===== src/rtl/uart_rx_parity_if.sv =====
// Received-byte bus from the UART receiver to the register/FIFO logic.
// The receiver drives the bus; the consumer samples it.
interface uart_rx_parity_if #(
    parameter int unsigned DATA_BITS = 8
);
    logic                 rx_done;
    logic [DATA_BITS-1:0] d_out;
    logic                 parity_err;
    logic                 frame_err;

    modport master (
        output rx_done,
        output d_out,
        output parity_err,
        output frame_err
    );

    modport slave (
        input rx_done,
        input d_out,
        input parity_err,
        input frame_err
    );
endinterface


===== src/rtl/uart_rx_parity.sv =====
// UART receiver: start, DATA_BITS data (LSB first), parity, stop; 16x oversampled.
// Reports each byte with parity/framing status as a one-cycle strobe.
module uart_rx_parity #(
    parameter int unsigned DATA_BITS  = 8,
    parameter int unsigned OVERSAMPLE = 16
) (
    input  logic              clk,
    input  logic              resetn,
    input  logic              b_tick,
    input  logic              rx,
    input  logic              PARITYSEL,
    uart_rx_parity_if.master  rx_if
);

    localparam int unsigned CNT_W = $clog2(OVERSAMPLE);
    localparam int unsigned N_W   = (DATA_BITS > 1) ? $clog2(DATA_BITS) : 1;

    localparam logic [CNT_W-1:0] S_HALF = CNT_W'(OVERSAMPLE / 2 - 1);
    localparam logic [CNT_W-1:0] S_LAST = CNT_W'(OVERSAMPLE - 1);
    localparam logic [N_W-1:0]   N_LAST = N_W'(DATA_BITS - 1);

    typedef enum logic [2:0] {
        IDLE   = 3'd0,
        START  = 3'd1,
        DATA   = 3'd2,
        PARITY = 3'd3,
        STOP   = 3'd4,
        BREAK  = 3'd5
    } state_t;

    state_t               state_q, state_d;
    logic [CNT_W-1:0]     s_cnt_q, s_cnt_d;
    logic [N_W-1:0]       n_q, n_d;
    logic [DATA_BITS-1:0] shift_q, shift_d;
    logic                 par_q, par_d;
    logic                 par_sel_q, par_sel_d;
    logic                 rx_done_q, rx_done_d;
    logic [DATA_BITS-1:0] d_out_q, d_out_d;
    logic                 parity_err_q, parity_err_d;
    logic                 frame_err_q, frame_err_d;

    logic                 rx_meta;
    logic                 rx_s;

    // Two-flop synchronizer; idles high so reset never looks like a start edge
    always_ff @(posedge clk or negedge resetn) begin
        if (!resetn) begin
            rx_meta <= 1'b1;
            rx_s    <= 1'b1;
        end else begin
            rx_meta <= rx;
            rx_s    <= rx_meta;
        end
    end

    always_ff @(posedge clk or negedge resetn) begin
        if (!resetn) begin
            state_q      <= IDLE;
            s_cnt_q      <= '0;
            n_q          <= '0;
            shift_q      <= '0;
            par_q        <= 1'b0;
            par_sel_q    <= 1'b0;
            rx_done_q    <= 1'b0;
            d_out_q      <= '0;
            parity_err_q <= 1'b0;
            frame_err_q  <= 1'b0;
        end else begin
            state_q      <= state_d;
            s_cnt_q      <= s_cnt_d;
            n_q          <= n_d;
            shift_q      <= shift_d;
            par_q        <= par_d;
            par_sel_q    <= par_sel_d;
            rx_done_q    <= rx_done_d;
            d_out_q      <= d_out_d;
            parity_err_q <= parity_err_d;
            frame_err_q  <= frame_err_d;
        end
    end

    always_comb begin
        state_d      = state_q;
        s_cnt_d      = s_cnt_q;
        n_d          = n_q;
        shift_d      = shift_q;
        par_d        = par_q;
        par_sel_d    = par_sel_q;
        rx_done_d    = 1'b0;
        d_out_d      = d_out_q;
        parity_err_d = parity_err_q;
        frame_err_d  = frame_err_q;

        unique case (state_q)
            IDLE: begin
                if (!rx_s) begin
                    state_d   = START;
                    s_cnt_d   = '0;
                    par_sel_d = PARITYSEL;
                end
            end
            START: begin
                // Re-check the line at mid start bit to reject glitches
                if (b_tick) begin
                    if (s_cnt_q == S_HALF) begin
                        if (!rx_s) begin
                            state_d = DATA;
                            s_cnt_d = '0;
                            n_d     = '0;
                        end else begin
                            state_d = IDLE;
                        end
                    end else begin
                        s_cnt_d = s_cnt_q + CNT_W'(1);
                    end
                end
            end
            DATA: begin
                if (b_tick) begin
                    if (s_cnt_q == S_LAST) begin
                        shift_d = {rx_s, shift_q[DATA_BITS-1:1]};
                        s_cnt_d = '0;
                        if (n_q == N_LAST) begin
                            state_d = PARITY;
                        end else begin
                            n_d = n_q + N_W'(1);
                        end
                    end else begin
                        s_cnt_d = s_cnt_q + CNT_W'(1);
                    end
                end
            end
            PARITY: begin
                if (b_tick) begin
                    if (s_cnt_q == S_LAST) begin
                        par_d   = rx_s;
                        s_cnt_d = '0;
                        state_d = STOP;
                    end else begin
                        s_cnt_d = s_cnt_q + CNT_W'(1);
                    end
                end
            end
            STOP: begin
                if (b_tick) begin
                    if (s_cnt_q == S_LAST) begin
                        rx_done_d    = 1'b1;
                        d_out_d      = shift_q;
                        parity_err_d = ((^shift_q) ^ par_q) != par_sel_q;
                        frame_err_d  = ~rx_s;
                        s_cnt_d      = '0;
                        state_d      = rx_s ? IDLE : BREAK;
                    end else begin
                        s_cnt_d = s_cnt_q + CNT_W'(1);
                    end
                end
            end
            BREAK: begin
                // A held-low line must not be mistaken for a new start bit
                if (rx_s) begin
                    state_d = IDLE;
                end
            end
            default: begin
                state_d = IDLE;
            end
        endcase
    end

    assign rx_if.rx_done    = rx_done_q;
    assign rx_if.d_out      = d_out_q;
    assign rx_if.parity_err = parity_err_q;
    assign rx_if.frame_err  = frame_err_q;

    a_done_pulse: assert property (@(posedge clk) disable iff (!resetn)
        rx_done_q |=> !rx_done_q);

    a_state_legal: assert property (@(posedge clk) disable iff (!resetn)
        state_q inside {IDLE, START, DATA, PARITY, STOP, BREAK});

    a_s_cnt_range: assert property (@(posedge clk) disable iff (!resetn)
        32'(s_cnt_q) < OVERSAMPLE);

endmodule


===== src/flat_wrapper.sv =====
// flat-port wrapper written by rule: the top's interface ports become plain ports
module uart_rx_parity_flat 
#(
    parameter int unsigned DATA_BITS  = 8,
    parameter int unsigned OVERSAMPLE = 16
)
  (clk, resetn, b_tick, rx, PARITYSEL, rx_if_rx_done, rx_if_d_out, rx_if_parity_err, rx_if_frame_err);
  uart_rx_parity_if #(.DATA_BITS(DATA_BITS)) rx_if_i ();
  input  logic clk;
  input  logic resetn;
  input  logic b_tick;
  input  logic rx;
  input  logic PARITYSEL;
  output wire logic [$bits(rx_if_i.rx_done)-1:0] rx_if_rx_done;
  output wire logic [$bits(rx_if_i.d_out)-1:0] rx_if_d_out;
  output wire logic [$bits(rx_if_i.parity_err)-1:0] rx_if_parity_err;
  output wire logic [$bits(rx_if_i.frame_err)-1:0] rx_if_frame_err;
  assign rx_if_rx_done = rx_if_i.rx_done;
  assign rx_if_d_out = rx_if_i.d_out;
  assign rx_if_parity_err = rx_if_i.parity_err;
  assign rx_if_frame_err = rx_if_i.frame_err;
  uart_rx_parity #(.DATA_BITS(DATA_BITS), .OVERSAMPLE(OVERSAMPLE)) u_core (.clk(clk), .resetn(resetn), .b_tick(b_tick), .rx(rx), .PARITYSEL(PARITYSEL), .rx_if(rx_if_i));
endmodule

===== config.mk =====
export PLATFORM = sky130hd
export DESIGN_NAME = uart_rx_parity_flat
export DESIGN_NICKNAME = d
export VERILOG_FILES = /design/src/rtl/uart_rx_parity_if.sv /design/src/rtl/uart_rx_parity.sv /design/src/flat_wrapper.sv
export SDC_FILE = /design/constraint.sdc
export NUM_CORES = 1
export LEC_CHECK = 0
export CAP_MARGIN = 40
export CORE_MARGIN = 2
export CORE_UTILIZATION = 51
export CTS_BUF_LIST = sky130_fd_sc_hd__clkbuf_16
export DETAILED_ROUTE_END_ITERATION = 6
export GPL_TIMING_DRIVEN = 0
export MAX_ROUTING_LAYER = met4
export PLACE_DENSITY = 0.75
export SETUP_SLACK_MARGIN = 0.4
export SLEW_MARGIN = 5
export SYNTH_ARGS = -nofsm -noshare
export SYNTH_HDL_FRONTEND = slang
export SYNTH_SLANG_ARGS = --single-unit

===== constraint.sdc =====
create_clock -name clk -period 1.7 [get_ports clk]
set_clock_uncertainty 0.05 [all_clocks]
set_input_delay 0.34 -clock clk [delete_from_list [all_inputs] [get_ports clk]]
set_output_delay 0.34 -clock clk [all_outputs]
set_load 0.1 [all_outputs]

==> results of run 1 <==
[kinds of logic (layout without fill, tap and decap cells)]
kind of cell / Yosys count / after routing / synth area share, %
buf+inv: 14 / 76 / 3.83
fa+ha+maj: 3 / 3 / 2.17
xor+xnor: 10 / 10 / 5.06
compound gates: 36 / 36 / 13.5
simple gates: 35 / 35 / 12.2
mux: 21 / 21 / 15.3
flops: 33 / 33 / 47.9
[registers in the layout, summed over array words and instances (netlist names), 3 cells and up]
register	count
u_core.rx_if.d_out	8
u_core.shift_q	8
u_core.s_cnt_q	4
u_core.n_q	3
u_core.state_q	3
[report_power, final]
group	internal, µW	switching (µW)
registers	881	91.9
logic	641	689
clock network	693	358
[critical path, cell delays in order, from the launching register on]
cell	delay [ns]
dfrtp_1	0.38
buf_8	0.14
buf_4	0.15
nor2_4	0.13
o21bai_1	0.13
a32oi_2	0.31
o21ai_2	0.12
buf_4	0.15
buf_4	0.12
o2bb2ai_1	0.15
[path summary, 6_finish.rpt]
check,start,slack (ns),cells past startpoint,endpoint
setup / recovery,u_core.state_q[1]$_DFFE_PN0P_,-0.22,9,u_core.state_q[1]$_DFFE_PN0P_
min in group clk,u_core.rx_meta$_DFF_PN1_,0.31,0,u_core.rx_s$_DFF_PN1_
hold / removal,resetn,0.05,1,u_core.s_cnt_q[0]$_DFFE_PN0P_
hold reg to reg,u_core.rx_meta$_DFF_PN1_,0.31,0,u_core.rx_s$_DFF_PN1_
max in group asynchronous,resetn,1.05,1,u_core.state_q[2]$_DFFE_PN0P_
setup reg to reg,u_core.state_q[1]$_DFFE_PN0P_,-0.22,9,u_core.state_q[1]$_DFFE_PN0P_
[cells in the final DEF (no fill, tap or decap), types with 2 or more instances in the layout]
cell,instances
clkdlybuf4s50_1,2
o21bai_1,2
inv_1,4
buf_2,10
xnor2_1,10
o21ai_1,6
buf_4,21
or3_4,2
mux2_4,20
dfstp_2,2
nand2b_1,2
nand2_1,4
nor2_4,5
o21ai_2,3
dfrtp_1,30
nor2_1,2
a31oi_1,3
nand3b_1,3
buf_6,11
o21ai_0,2
a21oi_1,3
clkbuf_16,6
a22o_1,2
buf_8,5
a21oi_2,3
ha_4,2
buf_12,11
[metal layers]
layer | up-vias | GRT usage (%) | part of all wire [%]
met3 | 32 | 6.70 | 6.1
li1 | 678 | - | -
met2 | 85 | 51.5 | 53
met4 | 0 | 11.7 | 4.9
met1 | 785 | 34.6 | 36
met5 | - | - | 0
[layout make-up]
| class | instances | area, µm² |
|---|---|---|
| Clock inverter | 3 | 46.3 |
| Clock buffer | 5 | 125 |
| Timing Repair Buffer | 54 | 576 |
| Sequential cell | 33 | 830 |
| Inverter | 4 | 15.0 |
| Tap cell | 46 | 57.6 |
| Multi-Input combinational cell | 105 | 1070 |
| Fill cell | 148 | 445 |
| Buffer | 10 | 124 |
[metrics by stage]
step	cells	power [µW]	hold WS, ns	setup slack, ns	area, µm²
floorplan	152	1620	-0.00559	-0.100	1860
global placement	213	1750	0.297	-0.543	2060
detailed placement	224	1790	0.300	-0.585	2220
CTS	249	3020	0.0787	-0.0851	2660
global route	260	3470	0.127	-0.244	2840
finish	260	3350	0.0528	-0.216	2840
[timing repair]
item,in CTS,in global routing
endpoints found under the hold margin,0,0
gates cloned,1,0
resized for setup,80,30
pin swaps,18,17
endpoints found under the setup margin,42,40
buffers inserted,18,11
==> impl_metrics.py, run 1 <==
metrics = {
    "run_status": {
        "status": "complete, but fails checks",
        "violations": "setup timing",
    },
    "timing": {
        "rsz0062_at_grt": "true",
        "finalHoldViolCount": 0,
        "setup_tns_ns": -2.94,
        "tightest_slew_ns": 0.706,
        "finalCritPeriodShare_pct": 113,
        "setup_ws_ns": -0.216,
        "slew_viol_final": 0,
        "final-setup-viol-count": 26,
        "fmax_mhz": 522,
        "period_needed_ns": 1.92,
        "relSlewSlack_pct": 52.9,
    },
    "cells_and_area": {
        "fin_nets": 221,
        "area_delta_synth_final_pct": 64.1,
        "final_util_pct": 86.4,
        "drive_above_1_share_pct": 57.5,
        "n_antenna_cell": 0,
    },
    "floorplanning": {
        "die_h_um": 62.3,
        "die_area_um2": 3880,
        "core_um2": 3280,
        "die_w_um": 62.3,
        "num_rows": 21,
        "initial_utilization_pct": 52.7,
        "ios": 16,
    },
    "critical_path": {
        "path_max_fanout": 6,
        "endpoint_kind": "flop",
        "crit_required_ns": 1.85,
        "worstSetupPathType": "reg -> reg",
        "cp.arrival_ns": 2.06,
        "startpoint_type": "flop",
    },
    "grt": {
        "grt_max_degree": 34,
        "grt_pass1_wl_um": 8430,
        "overflow": 0,
        "grt_usage_pct": 30.1,
        "antenna_found_initial": 0,
        "grt_pass1_vias": 1564,
    },
    "drt": {
        "ant_nets": 0,
        "drc": 0,
        "via_per_inst": 6.08,
        "first_iter_violations": 123,
        "postRouteWirelength_um": 6070,
        "first_pass_iters": 4,
        "routed-via-count": 1580,
        "wl_per_cell_um": 23.4,
    },
    "clock_network": {
        "h-tree-depth": 2,
        "clk_pin_slew_worst_paths_ns": 0.06,
        "cts_tree": "done",
        "cts_inserted_buffers": 5,
        "clock-root-buffer": "clkbuf_16",
        "clkLatencyLatePin_ns": 0.28,
        "clock-sinks": 33,
        "cts.path.max_buffers": 2,
        "ctsHoldBuffers": 0,
    },
    "logic_synthesis": {
        "syn_nets": 160,
        "synth_warnings": 0,
        "netlist_area_um2": 1730,
        "synth_top_area_share_pct": 44.8,
        "syn_area_per_cell_um2": 11.4,
        "synth_area_leaders": "dfrtp_1, mux2_2, mux2_4",
        "syn_inst": 152,
        "ys_seq_area_share_pct": 47.9,
        "yosys.area.top_type": "dfrtp_1",
        "ys.flop_type": "dfrtp_1",
        "synth.distinct_cells": 45,
        "yosysMostFrequentCell": "dfrtp_1",
        "synth_edf_count": 0,
        "async_flop_share_pct": 100,
        "yosys_register_bits": 33,
        "synthTopCellsByCount": "dfrtp_1, mux2_2, o21ai_0, xnor2_1, mux2_4",
    },
    "hold_path": {
        "hold_class": "in -> async",
    },
    "place": {
        "io_buffers": 15,
        "gp_congestion": 0.912,
        "hpwl_um": 2540,
    },
    "power_and_ir_drop": {
        "pwr_density_cell_nw_per_um2": 1180,
        "power_leakage_uw": 0.00130,
        "irDropWorstVdd_mv": 0.970,
    },
    "flow_run": {
        "cap_viol_max_count": 0,
    },
}
Power figures use the tool's default switching activity.
==> inputs of run 2 (changes only) <==
ABC_AREA = 1   (was default)
PLACE_DENSITY = 0.84   (was 0.75)
clock period = 1.58 ns   (was 1.7 ns; I/O delays follow)
==> impl_metrics.py, run 2 <==
metrics = {
    "grt": {
        "grt_pass1_vias": 1703,
        "grt_usage_pct": 26.9,
        "grt_max_degree": 34,
        "overflow": 0,
        "grt_pass1_wl_um": 7970,
        "antenna_found_initial": 0,
    },
    "critical_path": {
        "startpoint_type": "flop",
        "max_stage_delay_ns": 0.47,
        "worstSetupPathType": "reg -> reg",
        "cp.arrival_ns": 1.76,
        "regToRegStartpoint": "u_core.shift_q[6]$_DFFE_PN0P_",
        "rr_worst_depth": 9,
        "crit_path_end": "u_core.rx_if.parity_err$_DFFE_PN0P_",
        "cpMostUsedCell": "nand2_1",
        "crit_required_ns": 1.70,
        "worst-path-stages": 9,
        "path_max_fanout": 4,
        "path_cells": "inv_1 -> nand2_1 -> nand2_1 -> nand2_1 -> nand3_1 -> nand2_1 -> nand2_1 -> nand3_1 -> nand2_2",
        "cp-startpoint": "u_core.shift_q[6]$_DFFE_PN0P_",
        "critical_path.top_delay_family": "simple AND/OR/NAND/NOR gates",
        "critPathBufInv": 1,
        "rrSetupSlack_ns": -0.07,
        "cpMaxStageDelayCell": "dfrtp_1",
        "endpoint_kind": "flop",
        "reg2reg_to": "u_core.rx_if.parity_err$_DFFE_PN0P_",
    },
    "clock_network": {
        "cts_inserted_buffers": 5,
        "clk_pin_slew_worst_paths_ns": 0.05,
        "clock-root-buffer": "clkbuf_16",
        "cts_tree": "done",
        "clkLatencyLatePin_ns": 0.28,
        "ctsHoldBuffers": 0,
        "clock-sinks": 33,
        "h-tree-depth": 2,
        "cts.path.max_buffers": 2,
    },
    "power_and_ir_drop": {
        "power_leakage_uw": 0.00134,
        "intPower_uw": 2230,
        "p_comb_share_pct": 44.8,
        "swShare_pct": 39.9,
        "pwr-share-seq_pct": 30.1,
        "irDropWorstVdd_mv": 1.09,
        "power_switching_uw": 1480,
        "pwr_density_cell_nw_per_um2": 1270,
        "pwr-share-clk_pct": 25.2,
    },
    "timing": {
        "setup_ws_ns": -0.0653,
        "period_needed_ns": 1.65,
        "rsz0062_at_grt": "true",
        "tightest_slew_ns": 0.729,
        "final-setup-viol-count": 1,
        "relSlewSlack_pct": 51.4,
        "finalHoldViolCount": 0,
        "finalCritPeriodShare_pct": 104,
        "slew_viol_final": 0,
        "fmax_mhz": 608,
    },
    "logic_synthesis": {
        "synthXorXnorAreaFrac_pct": 3.83,
        "synth_top_family_by_area": "simple AND/OR/NAND/NOR gates",
        "yosys.area.top_type": "dfrtp_1",
        "async_flop_share_pct": 100,
        "synth-compound-area-share_pct": 13.6,
        "synth_adder_area_share_pct": 2.05,
        "synthTopCellsByCount": "nand2_1, dfrtp_1, o21ai_2, nand3_1, inv_1",
        "synth_warnings": 0,
        "netlist_area_um2": 1830,
        "yosysMostFrequentCell": "nand2_1",
        "syn_nets": 218,
        "synth_area_leaders": "dfrtp_1, nand2_1, o21ai_2",
        "syn_inst": 210,
        "synth_top_area_share_pct": 42.4,
        "synthMuxAreaShare_pct": 0.616,
        "syn_area_per_cell_um2": 8.71,
        "ys_seq_area_share_pct": 45.3,
        "yosys_register_bits": 33,
        "yosys.area_share.simple_pct": 29.5,
        "synth.distinct_cells": 27,
        "synth_edf_count": 0,
        "ys.flop_type": "dfrtp_1",
    },
    "floorplanning": {
        "die_area_um2": 4080,
        "num_rows": 21,
        "die_w_um": 63.9,
        "initial_utilization_pct": 54.0,
        "core_um2": 3390,
        "ios": 16,
        "die_h_um": 63.9,
    },
    "cells_and_area": {
        "multi_input_area_um2": 1100,
        "finalInstanceArea_um2": 2930,
        "final_cell_mix": "nand2_1, buf_4, o21ai_2, dfrtp_1, nand2_2",
        "seqCellArea_um2": 845,
        "drive_above_1_share_pct": 56.9,
        "layout_commonest_cell": "nand2_1",
        "final_util_pct": 86.5,
        "fin_nets": 283,
        "n_fill_cell": 157,
        "area_delta_synth_final_pct": 60.3,
        "n_antenna_cell": 0,
    },
    "run_status": {
        "violations": "setup timing",
        "status": "complete, but fails checks",
    },
    "drt": {
        "first_iter_violations": 167,
        "routed.top_layer": "met4",
        "first_pass_iters": 4,
        "postRouteWirelength_um": 6040,
        "drc": 0,
        "wl_per_cell_um": 18.8,
        "via_per_inst": 5.56,
        "wl_met3_um": 299,
        "ant_nets": 0,
        "wl_met2_um": 3250,
        "wl_met1_um": 2240,
        "routed-via-count": 1791,
    },
    "place": {
        "hpwl_um": 2720,
        "gp_congestion": 0.920,
        "placed_cell_area_um2": 2230,
        "pre_cts_ws_ns": -0.264,
        "io_buffers": 15,
    },
    "flow_run": {
        "cap_viol_max_count": 0,
    },
    "hold_path": {
        "hold_class": "in -> async",
    },
}
## run 2: per-layer routing
layer / vias to the layer above / GRT usage (%)
li1: 819 / -
met1: 869 / 27.5
met2: 75 / 49.2
met3: 28 / 6.87
met4: 0 / 10.1
met5: - / -
## run 2: cell type report
cell class / count / share of cell area, %
timing repair buffer: 58 / 23.2
inverter: 19 / 2.52
clock inverter: 3 / 0.469
multi-input combinational: 156 / 37.6
buffer: 2 / 1.20
tap: 46 / 1.96
sequential: 33 / 28.8
clock buffer: 5 / 4.27
## run 2: what timing repair did
item,in CTS,in global routing
gates resized for setup,86,30
buffers inserted,19,12
setup endpoints to repair,41,42
pin swaps,11,13
cloned,1,1
## run 2: worst register-to-register path, delay by kind of cell (launching register included)
| family | cells | cell delay, ns |
|---|---|---|
| buffers and inverters | 1 | 0.17 |
| AND/OR/NAND/NOR | 8 | 0.83 |
| flip-flops | 1 | 0.47 |
## run 2: worst min path at each step
stage / to / slack [ns] / start
6_report: u_core.shift_q[4]$_DFFE_PN0P_ / 0.05 / resetn
5_1_grt: u_core.shift_q[4]$_DFFE_PN0P_ / 0.11 / resetn
4_1_cts: u_core.shift_q[4]$_DFFE_PN0P_ / 0.07 / resetn
3_5_place_dp: u_core.rx_s$_DFF_PN1_ / 0.30 / u_core.rx_meta$_DFF_PN1_
3_3_place_gp: u_core.rx_s$_DFF_PN1_ / 0.30 / u_core.rx_meta$_DFF_PN1_
2_1_floorplan: u_core.n_q[0]$_DFFE_PN0P_ / -0.03 / resetn
## run 2: cell families (layout without fill, tap and decap cells)
logic type               after synthesis  in the layout
adder cells (fa/ha/maj)                3              3
AND/OR/NAND/NOR                      110            110
XOR/XNOR                               8              8
buffers and inverters                 21             87
multiplexers                           1              1
flip-flops                            33             33
AO/OA/AOI/OAI                         34             34
## run 2: per-stage QoR
stage / setup TNS [ns] / hold WS [ns] / total power [µW] / cells
finish: -0.0653 / 0.0479 / 3710 / 322
global route: -0.227 / 0.113 / 3890 / 322
CTS: 0 / 0.0664 / 3460 / 309
detailed placement: -3.71 / 0.301 / 2300 / 282
global placement: -22.33 / 0.300 / 2230 / 271
floorplan: 0 / -0.0296 / 2040 / 210
## run 2: power groups by stage
stage	Clock, µW	Combinational, µW	Sequential (µW)
6_report	933	1660	1120
3_5_place_dp	0	1140	1160
3_3_place_gp	0	1070	1150
2_1_floorplan	0	828	1210
5_1_grt	971	1790	1120
4_1_cts	937	1420	1100
==> inputs of run 3 (changes only) <==
--- a/constraint.sdc
+++ b/constraint.sdc
@@ -3,3 +3,3 @@
 set_input_delay 0.316 -clock clk [delete_from_list [all_inputs] [get_ports clk]]
 set_output_delay 0.316 -clock clk [all_outputs]
-set_load 0.1 [all_outputs]
+set_load 0.02 [all_outputs]
==> impl_metrics.py, run 3 (same netlist as run 2, synthesis figures left out) <==
metrics = {
    "critical_path": {
        "startpoint_type": "flop",
        "worstSetupPathType": "reg -> reg",
        "cpMaxStageDelayCell": "dfrtp_2",
        "endpoint_kind": "flop",
        "path_cells": "buf_6 -> nand2_4 -> nor2_4 -> buf_4 -> o21ai_2 -> nand3_2 -> nor2_4 -> nand2_2 -> nand2_1 -> nand2_1",
        "critical_path.top_delay_family": "simple AND/OR/NAND/NOR gates",
        "max_stage_delay_ns": 0.43,
        "path_max_fanout": 4,
        "critPathBufInv": 2,
        "crit_required_ns": 1.69,
        "cp-startpoint": "u_core.state_q[1]$_DFFE_PN0P_",
        "cp.arrival_ns": 1.63,
        "regToRegStartpoint": "u_core.state_q[1]$_DFFE_PN0P_",
    },
    "place": {
        "post-place-cells": 271,
        "io_buffers": 15,
        "hpwl_um": 2480,
        "gp_congestion": 0.899,
        "pre_cts_ws_ns": -0.284,
    },
    "grt": {
        "grt_pass1_wl_um": 7490,
        "antenna_found_initial": 0,
        "grt_usage_pct": 24.6,
        "grt_max_degree": 34,
        "overflow": 0,
        "grt_pass1_vias": 1629,
    },
    "floorplanning": {
        "initial_utilization_pct": 54.0,
        "die_h_um": 63.9,
        "core_um2": 3390,
        "die_area_um2": 4080,
        "ios": 16,
        "die_w_um": 63.9,
        "num_rows": 21,
    },
    "power_and_ir_drop": {
        "power_leakage_uw": 0.00129,
        "irDropWorstVdd_mv": 1.10,
        "total_power_uw": 3620,
        "pwr_density_cell_nw_per_um2": 1320,
    },
    "cells_and_area": {
        "fin_cells": 315,
        "drive_above_1_share_pct": 50.9,
        "area_delta_synth_final_pct": 50.1,
        "fin_nets": 276,
        "final_cell_mix": "nand2_1, dfrtp_1, buf_4, o21ai_2",
        "n_antenna_cell": 0,
        "layout_commonest_cell": "nand2_1",
    },
    "timing": {
        "fin_hold_ws_ns": 0.0386,
        "slew_viol_final": 0,
        "finalCritPeriodShare_pct": 95.8,
        "rsz0062_at_grt": "true",
        "setup_tns_ns": 0,
        "fmax_mhz": 660,
        "tightest_slew_ns": 0.715,
        "setup_ws_ns": 0.0660,
        "finalHoldViolCount": 0,
        "final-setup-viol-count": 0,
        "relSlewSlack_pct": 52.3,
        "period_needed_ns": 1.51,
    },
    "clock_network": {
        "clk_pin_slew_worst_paths_ns": 0.05,
        "ctsHoldBuffers": 0,
        "h-tree-depth": 2,
        "clock-root-buffer": "clkbuf_16",
        "cts.path.max_buffers": 2,
        "clock-sinks": 33,
        "clkLatencyLatePin_ns": 0.28,
        "cts_tree": "done",
        "cts_inserted_buffers": 5,
    },
    "drt": {
        "first_iter_violations": 144,
        "first_pass_iters": 4,
        "drc": 0,
        "wl_per_cell_um": 16.0,
        "via_per_inst": 5.32,
        "ant_nets": 0,
        "routed-via-count": 1676,
        "postRouteWirelength_um": 5050,
    },
    "hold_path": {
        "hold_class": "in -> async",
    },
    "flow_run": {
        "cap_viol_max_count": 0,
    },
    "run_status": {
        "status": "complete, no violations",
    },
}
-- run 3: layer usage --
layer / global-route usage (%) / share of wire (%) / wire (µm) / vias up
met5: - / 0 / 0 / -
met4: 9.24 / 1.3 / 68 / 0
met3: 5.99 / 3.2 / 160 / 8
met2: 43.0 / 57 / 2880 / 45
met1: 27.0 / 39 / 1950 / 826
li1: - / - / - / 797
-- run 3: report_power, final --
part           switching, µW  internal, µW  leakage (µW)  total [µW]
Clock                    347           571     0.0000748         918
Sequential               139           970      0.000420        1110
Combinational            923           674      0.000792        1600
Total                   1410          2220       0.00129        3620
-- run 3: through the flow --
step / utilization (%) / area (µm²)
2_1_floorplan: - / 1850
3_3_place_gp: 60.7 / 2060
3_5_place_dp: 60.5 / 2050
4_1_cts: 74.2 / 2510
5_1_grt: 81.0 / 2750
6_report: 81.0 / 2750
-- run 3: final timing paths --
kind                       slack [ns]  depth (start not counted)                                 to
max                              0.07                         10      u_core.state_q[0]$_DFFE_PN0P_
min                              0.04                          1  u_core.rx_if.d_out[2]$_DFFE_PN0P_
max reg2reg                      0.07                         10      u_core.state_q[0]$_DFFE_PN0P_
min reg2reg                      0.30                          0              u_core.rx_s$_DFF_PN1_
max in group asynchronous        0.93                          1      u_core.state_q[2]$_DFFE_PN0P_
min in group clk                 0.30                          0              u_core.rx_s$_DFF_PN1_
-- run 3: repair_timing --
item,4_1_cts,5_1_grt
cloned,1,1
gates resized for setup,89,34
setup buffers,21,13
setup endpoints to repair,41,41
pin swaps,12,8
-- run 3: final cells by class --
cell class                      count  area (µm²)
Clock inverter                      3        13.8
Inverter                           19        76.3
Clock buffer                        5         125
Tap cell                           46        57.6
Multi-Input combinational cell    156        1110
Buffer                              2        35.0
Fill cell                         190         643
Timing Repair Buffer               51         498
Sequential cell                    33         832
